`src/rtl/mask_row_serializer_vga.sv`:
```
// rtl/mask_row_serializer_vga.sv - serializes 640-bit mask rows into 32-bit beats with one-row pending buffer
module mask_row_serializer_vga #(
    parameter int COLS   = 640,
    parameter int LANE_W = 32
) (
    input  logic              clk,
    input  logic              rst_n,
    input  logic              clk_en,
    input  logic [0:COLS-1]   mg_mask,
    input  logic [0:COLS-1]   mg_mask_n,
    input  logic              rp_valid,
    input  logic              out_ready,
    input  logic              clr_status,
    output logic [LANE_W-1:0] out_data,
    output logic              out_valid,
    output logic              out_last,
    output logic [15:0]       row_count,
    output logic              overflow,
    output logic              mask_err
);

    localparam int BEATS = COLS / LANE_W;
    localparam int BW    = $clog2(BEATS);

    typedef enum logic {IDLE, SEND} state_t;

    state_t           state_q, state_d;
    logic [0:COLS-1]  act_q, act_d;
    logic [0:COLS-1]  pend_q, pend_d;
    logic             pend_valid_q, pend_valid_d;
    logic [BW-1:0]    beat_q, beat_d;
    logic [15:0]      row_count_q, row_count_d;
    logic             overflow_q, overflow_d;
    logic             mask_err_q, mask_err_d;

    logic             hs;
    logic             last_beat;
    logic             row_ok;
    logic             capture;
    logic             drop;

    assign out_valid = (state_q == SEND);
    assign last_beat = (beat_q == BW'(BEATS - 1));
    assign hs        = clk_en & out_valid & out_ready;
    assign row_ok    = (mg_mask == ~mg_mask_n);
    assign out_last  = out_valid & last_beat;
    assign row_count = row_count_q;
    assign overflow  = overflow_q;
    assign mask_err  = mask_err_q;

    // The current beat always sits at the low end of the active register.
    always_comb begin
        out_data = '0;
        if (out_valid) begin
            for (int j = 0; j < LANE_W; j++) begin
                out_data[j] = act_q[j];
            end
        end
    end

    always_comb begin
        state_d      = state_q;
        act_d        = act_q;
        pend_d       = pend_q;
        pend_valid_d = pend_valid_q;
        beat_d       = beat_q;
        row_count_d  = row_count_q;
        capture      = 1'b0;
        drop         = 1'b0;
        if (clk_en) begin
            case (state_q)
                IDLE: begin
                    if (rp_valid) begin
                        act_d   = mg_mask;
                        beat_d  = '0;
                        state_d = SEND;
                        capture = 1'b1;
                    end
                end
                SEND: begin
                    if (hs && last_beat) begin
                        row_count_d = row_count_q + 16'd1;
                        beat_d      = '0;
                        if (pend_valid_q) begin
                            act_d = pend_q;
                            if (rp_valid) begin
                                pend_d  = mg_mask;
                                capture = 1'b1;
                            end else begin
                                pend_valid_d = 1'b0;
                            end
                        end else if (rp_valid) begin
                            act_d   = mg_mask;
                            capture = 1'b1;
                        end else begin
                            state_d = IDLE;
                        end
                    end else begin
                        if (hs) begin
                            act_d  = act_q << LANE_W;
                            beat_d = beat_q + BW'(1);
                        end
                        if (rp_valid) begin
                            if (!pend_valid_q) begin
                                pend_d       = mg_mask;
                                pend_valid_d = 1'b1;
                                capture      = 1'b1;
                            end else begin
                                drop = 1'b1;
                            end
                        end
                    end
                end
                default: state_d = IDLE;
            endcase
        end
    end

    // Set events win over a simultaneous clear.
    always_comb begin
        overflow_d = overflow_q;
        mask_err_d = mask_err_q;
        if (clk_en) begin
            if (drop) begin
                overflow_d = 1'b1;
            end else if (clr_status) begin
                overflow_d = 1'b0;
            end
            if (capture && !row_ok) begin
                mask_err_d = 1'b1;
            end else if (clr_status) begin
                mask_err_d = 1'b0;
            end
        end
    end

    always_ff @(posedge clk) begin
        if (!rst_n) begin
            state_q      <= IDLE;
            act_q        <= '0;
            pend_q       <= '0;
            pend_valid_q <= 1'b0;
            beat_q       <= '0;
            row_count_q  <= '0;
            overflow_q   <= 1'b0;
            mask_err_q   <= 1'b0;
        end else begin
            state_q      <= state_d;
            act_q        <= act_d;
            pend_q       <= pend_d;
            pend_valid_q <= pend_valid_d;
            beat_q       <= beat_d;
            row_count_q  <= row_count_d;
            overflow_q   <= overflow_d;
            mask_err_q   <= mask_err_d;
        end
    end

endmodule
```
`config.mk`:
```
export PLATFORM = sky130hd
export DESIGN_NAME = mask_row_serializer_vga
export DESIGN_NICKNAME = d
export VERILOG_FILES = /design/src/rtl/mask_row_serializer_vga.sv
export SDC_FILE = /design/constraint.sdc
export NUM_CORES = 2
export LEC_CHECK = 0
export CORE_AREA = 2 2 516 518
export DETAILED_ROUTE_END_ITERATION = 10
export DIE_AREA = 0 0 518 520
export GPL_TIMING_DRIVEN = 0
export HOLD_SLACK_MARGIN = 0.12
export MAX_ROUTING_LAYER = met4
export PLACE_DENSITY_LB_ADDON = 0.05
export SLEW_MARGIN = 10
export SYNTH_ARGS = -nofsm -noshare
export SYNTH_HDL_FRONTEND = slang
export SYNTH_SLANG_ARGS = --single-unit
```
`constraint.sdc`:
```
create_clock -name clk -period 2.7 [get_ports clk]
set_clock_uncertainty 0.15 [all_clocks]
set_input_delay 0.81 -clock clk [delete_from_list [all_inputs] [get_ports clk]]
set_output_delay 0.81 -clock clk [all_outputs]
set_load 0.005 [all_outputs]
```
==> flow_summary.ini <==
[clock_tree]
cts_inserted_buffers = 166
clock_sinks = 1305
h-tree-depth = 4
clockBufferDepth = 3
cts_tree = built
clock_latency_ns = 0.83
root_buffer = clkbuf_16
clk_pin_slew_ns = 0.06

[pwr]
p_total_uw = 58700
p_per_area_nw_per_um2 = 622
ir_worst_vdd_v = 0.000524
sequentialPowerShare_pct = 36.2
combPwrFrac_pct = 24.9
swShare_pct = 33.6
clkPwrFrac_pct = 38.9
intPower_uw = 39000
total_switching_power_uw = 19700
p_leak_uw = 0.0327

[route]
drtIter0Drc = 7326
vias = 68500
wire_per_inst_um = 41.2
drt_pre_antenna_iters = 6
vias_per_cell = 5.30
route.detailed.drc = 0
totalWireLength_um = 533000
final_antenna_net_count = 0

[timing]
tightest_slew_ns = 1.50
finalHoldViolations = 0
slew_violations = 1
tns_ns = -74.59
rsz0062_at_grt = true
period_minus_slack_ns = 3.27
clock.fmax_mhz = 305
whs_ns = 0.161
setup_viol = 986
setup_ws_ns = -0.574
relSlewSlack_pct = -0.565
min_period_over_period_pct = 121

[critical_path]
critPathTopFamily = simple AND/OR/NAND/NOR gates
cpMaxStageDelayCell = clkdlybuf4s50_1
reg2reg_from = beat_q[0]$_SDFFE_PN0P_
crit_top_cell = nand4_1
cp-end-kind = register
critPathMaxFanout = 3
r2r_end = pend_q[279]$_SDFFE_PN0P_
crit_required_ns = 3.20
crit_type = primary input to register
arrival_ns = 3.77
critPathLaunchType = primary input
crit_buf_inv = 2
worstPathCellList = clkdlybuf4s50_1 -> xor2_1 -> nand4_1 -> nor4_2 -> buf_4 -> nand4_1 -> nor4_4 -> a221oi_1
cpPeakStageDelay_ns = 0.79
rr_worst_depth = 13
ff2ff_setup_slack_ns = -0.18

[grt]
antenna_found_initial = 141
grt_pass1_wl_um = 664000
grtUsageTotal_pct = 38.6
grt_max_degree = 17
overflow = 0
grt_pass1_vias = 64700

[min_path]
hold_path_end = pend_q[518]$_SDFFE_PN0P_
hp-class = primary input to register
whs_path_depth = 3
hold_path_startpoint = mg_mask[518]

[finish]
final_nets = 10500
final_common_cell = nand2_1
fillers = 27400
area_delta_synth_final_pct = 55.6
drive_gt1_share_pct = 19.0
final_cell_mix = 1338 x nand2_1, 1289 x dfxtp_1, 1122 x a21oi_1, 1086 x clkdlybuf4s50_1, 691 x o21ai_0
fin_cells = 12900

[floorplan]
coreArea_sq_um = 264000
ios = 1338
initial_core_util_pct = 23.0
die_width_um = 518
rows = 189
dieArea_sq_um = 269000
die_y_um = 520

[logic_synthesis]
netlist-cell-type-count = 46
syn_nets = 8841
synthesis.area_sq_um = 60700
syn_inst = 7553
synth-seq-cells = 1305
syn_avg_cell_area_sq_um = 8.03
ys_seq_area_share_pct = 43.1
yosys_warnings = 0

[place]
port_buffers = 1335
post-place-cells = 12500
place_congestion = 1.03
dp_hpwl_um = 452000

[status]
status = finished, violations left
violations = capacitance limit, slew limit, setup timing

[job]
drv_cap = 1
area by class of cell:
type / instances / area [sq um] / area share (%)
plain buffers: 655 / 5300 / 5.62
clock buffers: 249 / 4940 / 5.24
flip-flops and latches: 1305 / 26200 / 27.7
well taps: 3533 / 4420 / 4.68
multi-input cells: 5588 / 37000 / 39.2
clock inverters: 38 / 403 / 0.427
diodes: 83 / 208 / 0.220
inverters: 3 / 13.8 / 0.0146
repair buffers: 1486 / 15900 / 16.8
flip-flops by register name, indices dropped and copies added, names as in the netlist:
| name | cells |
|---|---|
| row_count | 16 |
| act_q | 640 |
| pend_valid_q | 1 |
| beat_q | 5 |
| overflow | 1 |
| pend_q | 640 |
| mask_err | 1 |
| out_valid | 1 |
worst reg2reg max path, stage by stage, from the launching register on:
cell and delay, ns:
dfxtp_2 0.35, ha_4 0.15, and4bb_4 0.31, buf_6 0.12
buf_6 0.09, nand2_4 0.06, xor2_2 0.18, nand4_1 0.34
clkbuf_16 0.36, buf_12 0.18, clkbuf_16 0.18, clkbuf_16 0.17
nand2_1 0.06, a21oi_1 0.06
Yosys cell counts, drive strengths merged:
master | count | area share, %
o22ai | 79 | 0.81
o21a | 2 | 0.025
or3 | 2 | 0.021
buf | 311 | 3.1
a21o | 1 | 0.012
clkbuf | 346 | 2.1
and3 | 3 | 0.031
xnor2 | 416 | 6.0
nor4 | 122 | 1.3
and2 | 34 | 0.35
a21oi | 1254 | 10
nand2 | 1376 | 8.5
nand2b | 1 | 0.010
o221ai | 1 | 0.014
xor2 | 237 | 3.4
nand4 | 91 | 0.95
mux2i | 33 | 0.54
a31oi | 1 | 0.010
nand3 | 12 | 0.11
nor3 | 36 | 0.31
ha | 2 | 0.041
a21boi | 2 | 0.025
inv | 2 | 0.012
nor3b | 1 | 0.012
clkinv | 1 | 0.0062
o32a | 1 | 0.017
nor2 | 89 | 0.57
and4bb | 1 | 0.027
o21ai | 1225 | 10
a221oi | 3 | 0.043
dfxtp | 1305 | 43
o22a | 529 | 7.6
and4 | 1 | 0.014
a211oi | 33 | 0.41
cells by family (layout without fill, tap and decap cells):
| family | Yosys count | after routing | share of synthesized area [%] |
|---|---|---|---|
| fa+ha+maj | 2 | 2 | 0.0412 |
| mux | 33 | 33 | 0.545 |
| flops | 1305 | 1305 | 43.1 |
| other cells | 0 | 83 | 0 |
| xor+xnor | 653 | 653 | 9.43 |
| buf+inv | 660 | 2431 | 5.28 |
| compound gates | 3131 | 3131 | 29.5 |
| simple gates | 1769 | 1769 | 12.2 |
worst max path at each step:
stage	from	to	slack, ns	cells after the start
CTS	mg_mask_n[208]	mask_err$_SDFFE_PN0P_	-0.39	9
detailed placement	mg_mask[77]	mask_err$_SDFFE_PN0P_	-2.93	8
floorplan	clk_en	act_q[81]$_SDFFE_PN0P_	0.23	10
finish	mg_mask[370]	mask_err$_SDFFE_PN0P_	-0.57	8
global route	mg_mask[123]	mask_err$_SDFFE_PN0P_	-0.47	9
global placement	mg_mask_n[208]	mask_err$_SDFFE_PN0P_	-5.27	8
per-stage QoR:
step                      area (sq um)  setup WS (ns)  utilization [%]
after detailed placement         79800          -2.93             30.2
after global routing             94300         -0.471             35.7
after global placement           78400          -5.27             29.7
final                            94400         -0.574             35.8
after floorplan                  60700          0.234                -
after CTS                        88000         -0.391             33.4
power by group through the flow:
stage	combinational [uW]	clock, uW	sequential (uW)
global route	14900	23700	21300
finish	14600	22800	21300
detailed placement	12300	0	21600
CTS	12900	22900	21200
global placement	11900	0	21600
floorplan	4360	0	21200
layer usage:
metal	GRT usage (%)	share of wire (%)
met1	47.1	41
met2	60.3	45
met3	6.88	6.9
met4	21.3	7.1
met5	-	0
repair_timing:
| action | CTS | global route |
|---|---|---|
| endpoints found under the setup margin | 1336 | 1260 |
| pin swaps | 64 | 117 |
| setup buffers | 17 | 16 |
| cloned | 2 | 56 |
| hold buffers | 1 | 0 |
| resized for setup | 1281 | 1437 |
| hold endpoints to repair | 1 | 0 |
(Power assumes the default switching activity.)
